`src/rtl/trap_injector_if.sv`:
```
// Bus-side signal bundle for the trap injector: Z80 strobes and request in,
// data drive, inhibit and status out.
interface trap_injector_if;
  logic       m1_n;
  logic       mreq_n;
  logic       rd_n;
  logic       new_isr;
  logic       trap_req;
  logic [7:0] data_out;
  logic       data_oe;
  logic       mem_inhibit;
  logic       trap_ack;
  logic       trap_abort;
  logic       busy;

  modport master (
    output m1_n, mreq_n, rd_n, new_isr, trap_req,
    input  data_out, data_oe, mem_inhibit, trap_ack, trap_abort, busy
  );

  modport slave (
    input  m1_n, mreq_n, rd_n, new_isr, trap_req,
    output data_out, data_oe, mem_inhibit, trap_ack, trap_abort, busy
  );
endinterface

```
`src/rtl/trap_injector.sv`:
```
// Forces a CALL to the trap handler by substituting the opcode and address
// bytes on the Z80 data bus at the next instruction-boundary fetch.
module trap_injector #(
  parameter logic [7:0]  CALL_OPCODE = 8'hCD,
  parameter logic [15:0] TRAP_VECTOR = 16'hFF00
) (
  input  logic           clk,
  input  logic           reset,
  trap_injector_if.slave bus
);

  localparam logic [3:0] IDLE    = 4'd0;
  localparam logic [3:0] ARMED   = 4'd1;
  localparam logic [3:0] OP      = 4'd2;
  localparam logic [3:0] WAIT_LO = 4'd3;
  localparam logic [3:0] LO      = 4'd4;
  localparam logic [3:0] WAIT_HI = 4'd5;
  localparam logic [3:0] HI      = 4'd6;
  localparam logic [3:0] DONE    = 4'd7;
  localparam logic [3:0] ABORT   = 4'd8;

  logic [3:0] state, state_nx;
  logic [1:0] m1_sy, mreq_sy, rd_sy;
  logic       rd_active, rd_active_q;
  logic       read_start, read_end, fetch, operand;
  logic [7:0] drive_byte;

  // Strobes are asynchronous to clk; idle level is 1 so reset loads 1s.
  always_ff @(posedge clk or posedge reset) begin
    if (reset) begin
      m1_sy       <= '1;
      mreq_sy     <= '1;
      rd_sy       <= '1;
      rd_active_q <= 1'b0;
    end else begin
      m1_sy       <= {m1_sy[0], bus.m1_n};
      mreq_sy     <= {mreq_sy[0], bus.mreq_n};
      rd_sy       <= {rd_sy[0], bus.rd_n};
      rd_active_q <= rd_active;
    end
  end

  assign rd_active  = ~mreq_sy[1] & ~rd_sy[1];
  assign read_start = rd_active & ~rd_active_q;
  assign read_end   = rd_sy[1];
  assign fetch      = read_start & ~m1_sy[1];
  assign operand    = read_start & m1_sy[1];

  always_comb begin
    state_nx = state;
    case (state)
      IDLE:    if (bus.trap_req) state_nx = ARMED;
      ARMED: begin
        if (fetch && bus.new_isr) state_nx = OP;
        else if (!bus.trap_req)   state_nx = IDLE;
      end
      OP:      if (read_end) state_nx = WAIT_LO;
      WAIT_LO: begin
        if (fetch)        state_nx = ABORT;
        else if (operand) state_nx = LO;
      end
      LO:      if (read_end) state_nx = WAIT_HI;
      WAIT_HI: begin
        if (fetch)        state_nx = ABORT;
        else if (operand) state_nx = HI;
      end
      HI:      if (read_end) state_nx = DONE;
      DONE:    state_nx = IDLE;
      ABORT:   state_nx = IDLE;
      default: state_nx = IDLE;
    endcase
  end

  always_comb begin
    drive_byte = '0;
    case (state_nx)
      OP:      drive_byte = CALL_OPCODE;
      LO:      drive_byte = TRAP_VECTOR[7:0];
      HI:      drive_byte = TRAP_VECTOR[15:8];
      default: drive_byte = '0;
    endcase
  end

  // Outputs are registered from the next state so they change on the same
  // edge as the state and never glitch on multi-bit state transitions.
  always_ff @(posedge clk or posedge reset) begin
    if (reset) begin
      state           <= IDLE;
      bus.data_out    <= '0;
      bus.data_oe     <= 1'b0;
      bus.mem_inhibit <= 1'b0;
      bus.trap_ack    <= 1'b0;
      bus.trap_abort  <= 1'b0;
      bus.busy        <= 1'b0;
    end else begin
      state           <= state_nx;
      bus.data_out    <= drive_byte;
      bus.data_oe     <= (state_nx == OP) || (state_nx == LO) || (state_nx == HI);
      bus.mem_inhibit <= (state_nx == OP) || (state_nx == LO) || (state_nx == HI);
      bus.trap_ack    <= (state_nx == DONE);
      bus.trap_abort  <= (state_nx == ABORT);
      bus.busy        <= (state_nx != IDLE);
    end
  end

endmodule

```
`src/flat_wrapper.sv`:
```
// flat-port wrapper written by rule: the top's interface ports become plain ports
module trap_injector_flat 
#(
  parameter logic [7:0]  CALL_OPCODE = 8'hCD,
  parameter logic [15:0] TRAP_VECTOR = 16'hFF00
)
  (clk, reset, bus_m1_n, bus_mreq_n, bus_rd_n, bus_new_isr, bus_trap_req, bus_data_out, bus_data_oe, bus_mem_inhibit, bus_trap_ack, bus_trap_abort, bus_busy);
  trap_injector_if bus_i ();
  input  logic clk;
  input  logic reset;
  input wire logic [$bits(bus_i.m1_n)-1:0] bus_m1_n;
  input wire logic [$bits(bus_i.mreq_n)-1:0] bus_mreq_n;
  input wire logic [$bits(bus_i.rd_n)-1:0] bus_rd_n;
  input wire logic [$bits(bus_i.new_isr)-1:0] bus_new_isr;
  input wire logic [$bits(bus_i.trap_req)-1:0] bus_trap_req;
  output wire logic [$bits(bus_i.data_out)-1:0] bus_data_out;
  output wire logic [$bits(bus_i.data_oe)-1:0] bus_data_oe;
  output wire logic [$bits(bus_i.mem_inhibit)-1:0] bus_mem_inhibit;
  output wire logic [$bits(bus_i.trap_ack)-1:0] bus_trap_ack;
  output wire logic [$bits(bus_i.trap_abort)-1:0] bus_trap_abort;
  output wire logic [$bits(bus_i.busy)-1:0] bus_busy;
  assign bus_i.m1_n = bus_m1_n;
  assign bus_i.mreq_n = bus_mreq_n;
  assign bus_i.rd_n = bus_rd_n;
  assign bus_i.new_isr = bus_new_isr;
  assign bus_i.trap_req = bus_trap_req;
  assign bus_data_out = bus_i.data_out;
  assign bus_data_oe = bus_i.data_oe;
  assign bus_mem_inhibit = bus_i.mem_inhibit;
  assign bus_trap_ack = bus_i.trap_ack;
  assign bus_trap_abort = bus_i.trap_abort;
  assign bus_busy = bus_i.busy;
  trap_injector #(.CALL_OPCODE(CALL_OPCODE), .TRAP_VECTOR(TRAP_VECTOR)) u_core (.clk(clk), .reset(reset), .bus(bus_i));
endmodule
```
`config.mk`:
```
export PLATFORM = sky130hd
export DESIGN_NAME = trap_injector_flat
export DESIGN_NICKNAME = d
export VERILOG_FILES = /design/src/rtl/trap_injector_if.sv /design/src/rtl/trap_injector.sv /design/src/flat_wrapper.sv
export SDC_FILE = /design/constraint.sdc
export NUM_CORES = 1
export LEC_CHECK = 0
export CORE_MARGIN = 4
export CORE_UTILIZATION = 31
export CTS_CLUSTER_DIAMETER = 120
export CTS_CLUSTER_SIZE = 8
export DETAILED_ROUTE_END_ITERATION = 6
export PLACE_DENSITY = 0.57
export SYNTH_ARGS = -nofsm -noshare
export SYNTH_HDL_FRONTEND = slang
export SYNTH_SLANG_ARGS = --single-unit
```
`constraint.sdc`:
```
create_clock -name clk -period 3.1 [get_ports clk]
set_clock_uncertainty 0.1 [all_clocks]
set_input_delay 0.62 -clock clk [delete_from_list [all_inputs] [get_ports clk]]
set_output_delay 0.62 -clock clk [all_outputs]
set_load 0.01 [all_outputs]
```
==> Word-level counts from Yosys, hierarchy flattened <==
Cells that the tools add are included.
{ "word_totals": {"ff_bits": 23, "latch_bits": 0, "ramBits": 0, "rom_bits": 0, "inputBits": 7, "output_inout_bits": 13, "word_cells": 46, "memories": 0} }
{ "classes": {"addsub": 0, "multipliers": 0, "div_mod_pow": 0, "magnitude_cmp": 0, "n_eq_ne": 11, "shifts": 0, "n_mux": 12, "bitwise": 8, "n_reduce_logical": 5} }
{ "ops": {"columns": ["op", "count"], "rows": [
  ["4-bit 2-to-1 mux", 10],
  ["4-bit case mux with 7 select lines", 1],
  ["4-bit by 3-bit == test with 1-bit output (second input constant)", 6],
  ["8-bit case mux with 2 select lines", 1],
  ["4-bit by 2-bit == test with 1-bit output (second input constant)", 3],
  ["1-bit bitwise AND", 4],
  ["4-bit by 1-bit == test with 1-bit output (second input constant)", 1],
  ["4-bit == test (second input constant)", 1],
  ["4-bit zero test", 1],
  ["1-bit inverter", 4],
  ["4-bit nonzero test", 1],
  ["1-bit logical OR", 2],
  ["1-bit logical AND", 1]
]} }

==> Longest topological paths before layout <==
Gate-level depths: netlist of run 1.
{ "depth": {"word_depth": 10, "depth_mapped": 5, "ltp_nobuf": 4} }

==> Least setup slack after synthesis of run 1 <==
OpenSTA, ideal clock, no wires.
{ "synth_path": {"kind": "reg2reg", "startpoint": "register u_core.mreq_sy[1]", "endpoint": "register u_core.bus.busy", "setup_ns": 0.118, "arrival_time_ns": 1.431, "required_ns": 2.882, "slack_ns": 1.450, "stages_incl_launch_ff": 6, "path_buffers": 1, "synth_period_minus_slack_ns": 1.650, "cell_sequence": "dfstp_2 > or3_1 > buf_6 > o311ai_4 > o211ai_4 > a21o_1"} }
{ "synth_between": {"elab_chain_len": 8, "elab_cells_between_ends": 13, "classes_between": "mux: 6; bitwise: 5; reduce/logical: 2"} }
{ "synth_lines": {"columns": ["element", "line", "text"], "rows": [
  ["from (decl)", "trap_injector.sv:23", "logic [1:0] m1_sy, mreq_sy, rd_sy;"],
  ["from (signal assigned)", "trap_injector.sv:37", "mreq_sy <= {mreq_sy[0], bus.mreq_n};"],
  ["1-bit inverter (*)", "trap_injector.sv:43", "assign rd_active = ~mreq_sy[1] & ~rd_sy[1];"],
  ["1-bit bitwise AND (*)", "trap_injector.sv:43", null],
  ["1-bit bitwise AND (*)", "trap_injector.sv:44", "assign read_start = rd_active & ~rd_active_q;"],
  ["1-bit bitwise AND (on tied branches)", "trap_injector.sv:47, trap_injector.sv:46", null],
  ["4-bit 2-to-1 mux (tied with other cells)", "trap_injector.sv:65", "else if (operand) state_nx = HI;"],
  ["4-bit 2-to-1 mux (on tied branches)", "trap_injector.sv:64, trap_injector.sv:54, trap_injector.sv:59", null],
  ["4-bit case mux with 7 select lines (*)", "trap_injector.sv:51", "case (state)"],
  ["via u_core.state_nx[0]", "trap_injector.sv:22", "logic [3:0] state, state_nx;"],
  ["4-bit nonzero test (*)", "trap_injector.sv:102", "bus.busy <= (state_nx != IDLE);"],
  ["to (signal assigned)", "trap_injector.sv:102", null],
  ["to (decl)", "trap_injector_if.sv:23", "output data_out, data_oe, mem_inhibit, trap_ack, trap_abort, busy"]
]} }
Mark *: on every way through the listed nets, which the timed path passes. The rest lies on a longest branch.

==> results by group, run 1 <==
Synthesis
  – Top cell type by total area after synthesis: dfrtp_1
  – Synth Instances: 70
  – Warning count from the yosys run: 0
  – Xor and xnor area share after synthesis: 0.0103
  – Largest family of logic cells by synthesized area: simple AND/OR/NAND/NOR gates
  – Largest cells by area after synthesis: dfrtp_1, dfstp_2, clkbuf_8
  – Top-area cell type share of the netlist area: 0.324
  – Post-synth design cell area: 851 um2
  – Post-synthesis sequential area ratio: 0.509
  – Post-synthesis mux area share: 0
  – #FFs+latches synth: 17
  – Distinct cells, synth: 28
  – Post-Synth Simple-Gate Area: 0.197
  – Ys async rst share: 1.00
  – Post-synth net total: between 70 and 80
  – Syn avg cell area: ~12 um2
  – Compound-Gate Fraction of Synth Area: 0.122
  – Synth Flop Type: dfrtp_1
  – Number of synthesized flops with an enable pin: 0
  – Post-Synth Adder-Cell Area: 0

Clock network
  – Num CTS Buffers: 3
  – Post-cts sizing count: 0
  – CTS sink cnt: 17
  – Worst-Skew Late Latency: between 0.2 and 0.3 ns
  – Postcts setup bufs: 0
  – Hold_buf cts: 0
  – CTS max path bufs: 2
  – Clock Root Buffer: clkbuf_4
  – H-tree levels: 1
  – Worst-path clk slew: around 0.10 ns
  – CTS tree: done

STA
  – Slew Viols, Final: 0
  – Final setup viols: 0
  – RSZ-0062 raised after global routing: no
  – Slew at the pin closest to its max-slew limit: 0.612 ns
  – FMAX: roughly 510 MHz
  – Post-route setup TNS: 0 ns
  – Worst setup margin: about 1.1 ns
  – Tmin final: 1.97 ns
  – Max-slew headroom: 0.592
  – Final Hold Viols: 0
  – Tcrit/Tclk final: 0.636

Routing
  – DR DRC count: 0
  – Drt pass-1 iters: 2
  – DRT iter0 DRCs: 2
  – DR vias/cell: ~4.8
  – Routed wire per std cell: approximately 12 um
  – Routed wire length: about 1300 um
  – Via count: between 500 and 600
  – ANT nets after route: 0

Cells and area
  – Ant. Diodes: 0
  – Area Overhead vs Synth: 14.7%
  – Fillers: 260
  – Most frequent cells in the layout: clkdlybuf4s50_1, dfrtp_1, dfstp_2, nor2_1
  – Most common cell after layout, fill and taps aside: clkdlybuf4s50_1
  – Share of cells above drive strength 1: 0.188
  – Nets@finish: 88

Worst setup path
  – Crit Reg-Reg Startpoint: u_core.mreq_sy[1]$_DFF_PP1_
  – Worst EP arrival: between 1 and 1.5 ns
  – Worst Path Max Fanout: 5
  – CP Launch Type: flop
  – Buf/Inv on CP: 1
  – Setup crit start: u_core.bus.data_out[6]$_DFF_PP0_
  – Crit path required time: 2.38 ns
  – Ordered list of cells on the worst path: clkdlybuf4s50_1
  – CP peak stage delay: ~0.56 ns
  – WS Path Type: reg2out
  – Largest delay share family, worst path: buffers and inverters
  – Setup crit end kind: output pin
  – Slowest stage cell, crit path: clkdlybuf4s50_1

Pwr
  – Worst VDD drop: 0.000404 V
  – Pwr dens: 813 nW/um2
  – Lkg Pwr: approximately 0.37 nW

Global routing
  – GRT overflow: 0
  – Tot GR Track Use: 0.0811
  – Vias in the first global route: 448
  – Initial antenna violation count: 0
  – Largest net degree at the start of global routing: 18
  – First-pass GRT wire length: roughly 2100 um

Floorplanning
  – # rows: 18
  – I/O pins: 20
  – Width of the die: between 60 and 70 um
  – Core area: approximately 2500 um2
  – Full die area: around 3600 um2
  – Die height: ~60 um
  – Starting Density: 0.334

Outcome
  – Status: completed

Placement
  – Pre-CTS setup slack: 1.06 ns
  – Port-buffer cells: 19
  – Routability cong.: roughly 0.82

Job
  – Max cap viols: 0

Min path
  – Hold WC Path Type: reg2reg
  – Hold_sp: u_core.rd_sy[0]$_DFF_PP1_
-- state kept, by name, summed over array words and instances (netlist names) --
signal,count
u_core.bus.busy,1
u_core.m1_sy,2
u_core.state,4
u_core.bus.data_oe,1
u_core.mreq_sy,2
u_core.bus.trap_abort,1
u_core.bus.trap_ack,1
u_core.rd_sy,2
u_core.bus.data_out,2
u_core.rd_active_q,1
-- Yosys cell counts, drive strengths merged (2+ instances only) --
library cell	n
nand2	3
dfrtp	11
nor4b	4
nor2	5
dfstp	6
nand3b	2
inv	2
o21ai	3
clkbuf	4
buf	9
nor3	6
-- metrics by stage --
step,power (mW),cell area (um2),util,cells,hold WS (ns)
after floorplan,0.617,851,-,70,0.245
after global placement,0.682,948,0.373,106,0.245
after detailed placement,0.684,948,0.373,106,0.247
after CTS,0.806,976,0.383,110,0.263
after global routing,0.851,976,0.383,110,0.265
final,0.793,976,0.383,110,0.260
-- path summary, 6_finish.rpt --
| kind | end | cells past startpoint | slack (ns) |
|---|---|---|---|
| worst max-delay path | bus_data_out[7] | 1 | 1.13 |
| worst min register to register | u_core.rd_sy[1]$_DFF_PP1_ | 0 | 0.26 |
| max in group asynchronous | u_core.bus.trap_abort$_DFF_PP0_ | 2 | 1.91 |
| worst min-delay path | u_core.rd_sy[1]$_DFF_PP1_ | 0 | 0.26 |
| worst max register to register | u_core.bus.busy$_DFF_PP0_ | 4 | 1.33 |
| min in group asynchronous | u_core.bus.trap_ack$_DFF_PP0_ | 2 | 0.59 |
-- report_power, final --
group	switching (mW)	internal (mW)	leakage, nW
combinational	0.152	0.193	0.152
clock	0.0689	0.0479	0.0177
sequential	0.0610	0.270	0.202
-- worst reg2reg max path: stages, from the launching register on --
cell and delay, ns:
dfstp_2 0.39, or3_1 0.51, o311ai_4 0.34, o211ai_4 0.15, a21o_1 0.18
-- cell type report --
cell class	instances	area [um2]	share of cell area
clock inverter	1	5.00	0.00513
inverter	2	7.51	0.00769
tap	30	37.5	0.0385
clock buffer	3	22.5	0.0231
sequential	17	433	0.444
timing repair buffer	19	190	0.195
multi-input combinational	38	280	0.287
-- layer usage --
| metal | GRT usage | wire length, um | vias up |
|---|---|---|---|
| met5 | 0 | 0 | - |
| met4 | 0.0285 | 0 | 0 |
| met1 | 0.104 | 593 | 258 |
| met2 | 0.120 | 602 | 17 |
| li1 | - | - | 255 |
| met3 | 0.0383 | 100 | 0 |
-- logic make-up (layout without fill, tap and decap cells) --
family,Yosys count,after routing
AO/OA/AOI/OAI,11,11
buffers and inverters,15,25
AND/OR/NAND/NOR,26,26
flip-flops,17,17
XOR/XNOR,1,1
No activity file was read; power rests on OpenSTA's default activity.
==> run 2: changes to the inputs <==
--- a/config.mk
+++ b/config.mk
@@ -10,7 +10,7 @@
 export CTS_CLUSTER_DIAMETER = 120
 export CTS_CLUSTER_SIZE = 8
 export DETAILED_ROUTE_END_ITERATION = 6
-export PLACE_DENSITY = 0.57
+export PLACE_DENSITY = 0.59
 export SYNTH_ARGS = -nofsm -noshare
 export SYNTH_HDL_FRONTEND = slang
 export SYNTH_SLANG_ARGS = --single-unit
==> constraint.sdc (replaced) <==
create_clock -name clk -period 1.8 [get_ports clk]
set_clock_uncertainty 0.1 [all_clocks]
set_input_delay 0.36 -clock clk [delete_from_list [all_inputs] [get_ports clk]]
set_output_delay 0.36 -clock clk [all_outputs]
set_load 0.01 [all_outputs]
==> run 2 against run 1 <==
Global-route usage is 1.3 points higher. Combinational power is 93% higher. Total power is 80% higher. Wire length is 8.7% higher. Cell count is 5.5% higher. Worst setup slack worse by 1.0 ns. Sequential share of layout area is 2.4 points lower. Die area stayed put. First-iteration DRC count grew to 2.5 times the previous value. Non-clock buffer count is 6 higher. Critical endpoint is now bus_data_out[0]. Largest power group unchanged.
==> results by group, run 2 (synthesis results as in run 1) <==
Placement
  – Routability cong.: 0.849 (+3.3%)
  – Pre-CTS setup slack: 0.0266 ns (-1.03 ns)
  – DP HPWL: roughly 1100 um
  – Port-buffer cells: 19 (unchanged)
  – Placed inst area: 993 um2 (+4.7%)

Cells and area
  – Nets@finish: 94 (+6.8%)
  – Area Overhead vs Synth: 21.3%
  – Share of cells above drive strength 1: 0.267 (+0.0799)
  – FF/Latch Area: 433 um2 (unchanged)
  – Most frequent cells in the layout: clkdlybuf4s50_1, dfrtp_1, buf_4, dfstp_2, nor2_1
  – Most flop-heavy register: u_core.state
  – Most common cell after layout, fill and taps aside: clkdlybuf4s50_1
  – Fillers: 250 (-3.8%)
  – Ant. Diodes: 0 (unchanged)
  – Footprint of the multi-input gates: 292 um2 (+4.0%)
  – Fin area: 1030 um2 (+5.8%)
  – Largest register FFs: 4 (unchanged)

STA
  – FMAX: slightly below 600 MHz
  – Tcrit/Tclk final: 0.947
  – Max-slew headroom: 0.771 (+0.179)
  – Final setup viols: 0 (unchanged)
  – RSZ-0062 raised after global routing: no
  – Worst setup margin: 0.0962 ns (-1.03 ns)
  – Slew at the pin closest to its max-slew limit: 0.338 ns (-0.273 ns)
  – Post-route setup TNS: 0 ns (unchanged)
  – Tmin final: around 1.7 ns
  – Slew Viols, Final: 0 (unchanged)
  – Final Hold Viols: 0 (unchanged)

Clock network
  – Worst-path clk slew: 0.09 ns (about the same)
  – Hold_buf cts: 0 (unchanged)
  – CTS sink cnt: 17 (unchanged)
  – H-tree levels: 1 (unchanged)
  – CTS max path bufs: 2 (unchanged)
  – Num CTS Buffers: 3 (unchanged)
  – Post-cts sizing count: 0 (unchanged)
  – Postcts setup bufs: 0 (unchanged)
  – Worst-Skew Late Latency: 0.28 ns (about the same)
  – CTS tree: done
  – Clock Root Buffer: clkbuf_4

Min path
  – Hold WC Path Type: in2async

Global routing
  – Vias in the first global route: 567 (+27%)
  – Tot GR Track Use: 0.0943 (+0.0132)
  – Largest net degree at the start of global routing: 18 (unchanged)
  – Initial antenna violation count: 0 (unchanged)
  – GRT overflow: 0 (unchanged)
  – First-pass GRT wire length: 2510 um (+17%)

Floorplanning
  – Core area: 2540 um2 (unchanged)
  – Full die area: 3650 um2 (unchanged)
  – Starting Density: 0.334 (unchanged)
  – # rows: 18 (unchanged)
  – I/O pins: 20 (unchanged)
  – Width of the die: 60.4 um (unchanged)
  – Die height: 60.4 um (unchanged)

Routing
  – DR vias/cell: 4.66 (-3.2%)
  – Drt pass-1 iters: 4 (+2)
  – Routed wire per std cell: 12.1 um (+3.1%)
  – DRT iter0 DRCs: 5 (+3)
  – Routed wire length: 1410 um (+8.7%)
  – DR DRC count: 0 (unchanged)
  – ANT nets after route: 0 (unchanged)
  – Via count: 541 (+2.1%)

Pwr
  – Lkg Pwr: 0.404 nW (+8.7%)
  – Worst VDD drop: 0.000718 V (+78%)
  – Pwr dens: 1380 nW/um2 (+70%)

Worst setup path
  – CP Launch Type: flop
  – WS Path Type: reg2out
  – Worst EP arrival: 1.24 ns (about the same)
  – Worst Path Max Fanout: 5 (unchanged)
  – Slowest stage cell, crit path: clkdlybuf4s50_1
  – Largest delay share family, worst path: buffers and inverters
  – Crit path required time: 1.34 ns (-1.04 ns)
  – Buf/Inv on CP: 1 (unchanged)
  – CP peak stage delay: 0.56 ns (about the same)
  – Ordered list of cells on the worst path: clkdlybuf4s50_1
  – Setup crit end kind: output pin

Job
  – Max cap viols: 0 (unchanged)

Outcome
  – Status: completed
[run 2: cell type report]
| class | instances | share of cell area |
|---|---|---|
| Inverter | 2 | 0.00727 |
| Timing Repair Buffer | 25 | 0.228 |
| Multi-Input combinational cell | 38 | 0.282 |
| Sequential cell | 17 | 0.419 |
| Tap cell | 30 | 0.0364 |
| Clock inverter | 1 | 0.00485 |
| Clock buffer | 3 | 0.0218 |
[run 2: report_power, final]
part | switching [mW] | internal, mW | total (mW) | leakage (nW)
logic | 0.289 | 0.376 | 0.665 | 0.184
registers | 0.101 | 0.465 | 0.567 | 0.202
clock network | 0.110 | 0.0825 | 0.193 | 0.0177
[run 2: through the flow]
step / instances / power, mW / util / hold WS [ns]
finish: 116 / 1.42 / 0.406 / 0.260
global route: 116 / 1.54 / 0.406 / 0.255
CTS: 116 / 1.44 / 0.401 / 0.259
detailed placement: 112 / 1.24 / 0.390 / 0.247
global placement: 112 / 1.23 / 0.390 / 0.246
floorplan: 70 / 1.06 / - / 0.182
[run 2: worst paths after layout]
path | from | end | slack (ns) | cells past startpoint
hold reg to reg | u_core.rd_sy[0]$_DFF_PP1_ | u_core.rd_sy[1]$_DFF_PP1_ | 0.26 | 0
min in group clk | u_core.rd_sy[0]$_DFF_PP1_ | u_core.rd_sy[1]$_DFF_PP1_ | 0.26 | 0
max in group asynchronous | reset | u_core.mreq_sy[0]$_DFF_PP1_ | 1.09 | 3
setup reg to reg | u_core.mreq_sy[1]$_DFF_PP1_ | u_core.bus.busy$_DFF_PP0_ | 0.15 | 4
hold / removal | reset | u_core.state[1]$_DFF_PP0_ | 0.26 | 3
setup / recovery | u_core.bus.data_out[6]$_DFF_PP0_ | bus_data_out[0] | 0.1 | 1
[run 2: layer usage]
layer,track usage,share of wire,vias up
met5,0,0,-
met4,0.0348,0.0092,0
met3,0.0404,0.071,2
met2,0.160,0.51,15
met1,0.105,0.41,257
li1,-,-,267
[run 2: worst min-delay path: cells and delay by family]
| kind | cells | cell delay, ns |
|---|---|---|
| buffers and inverters | 3 | 0.67 |
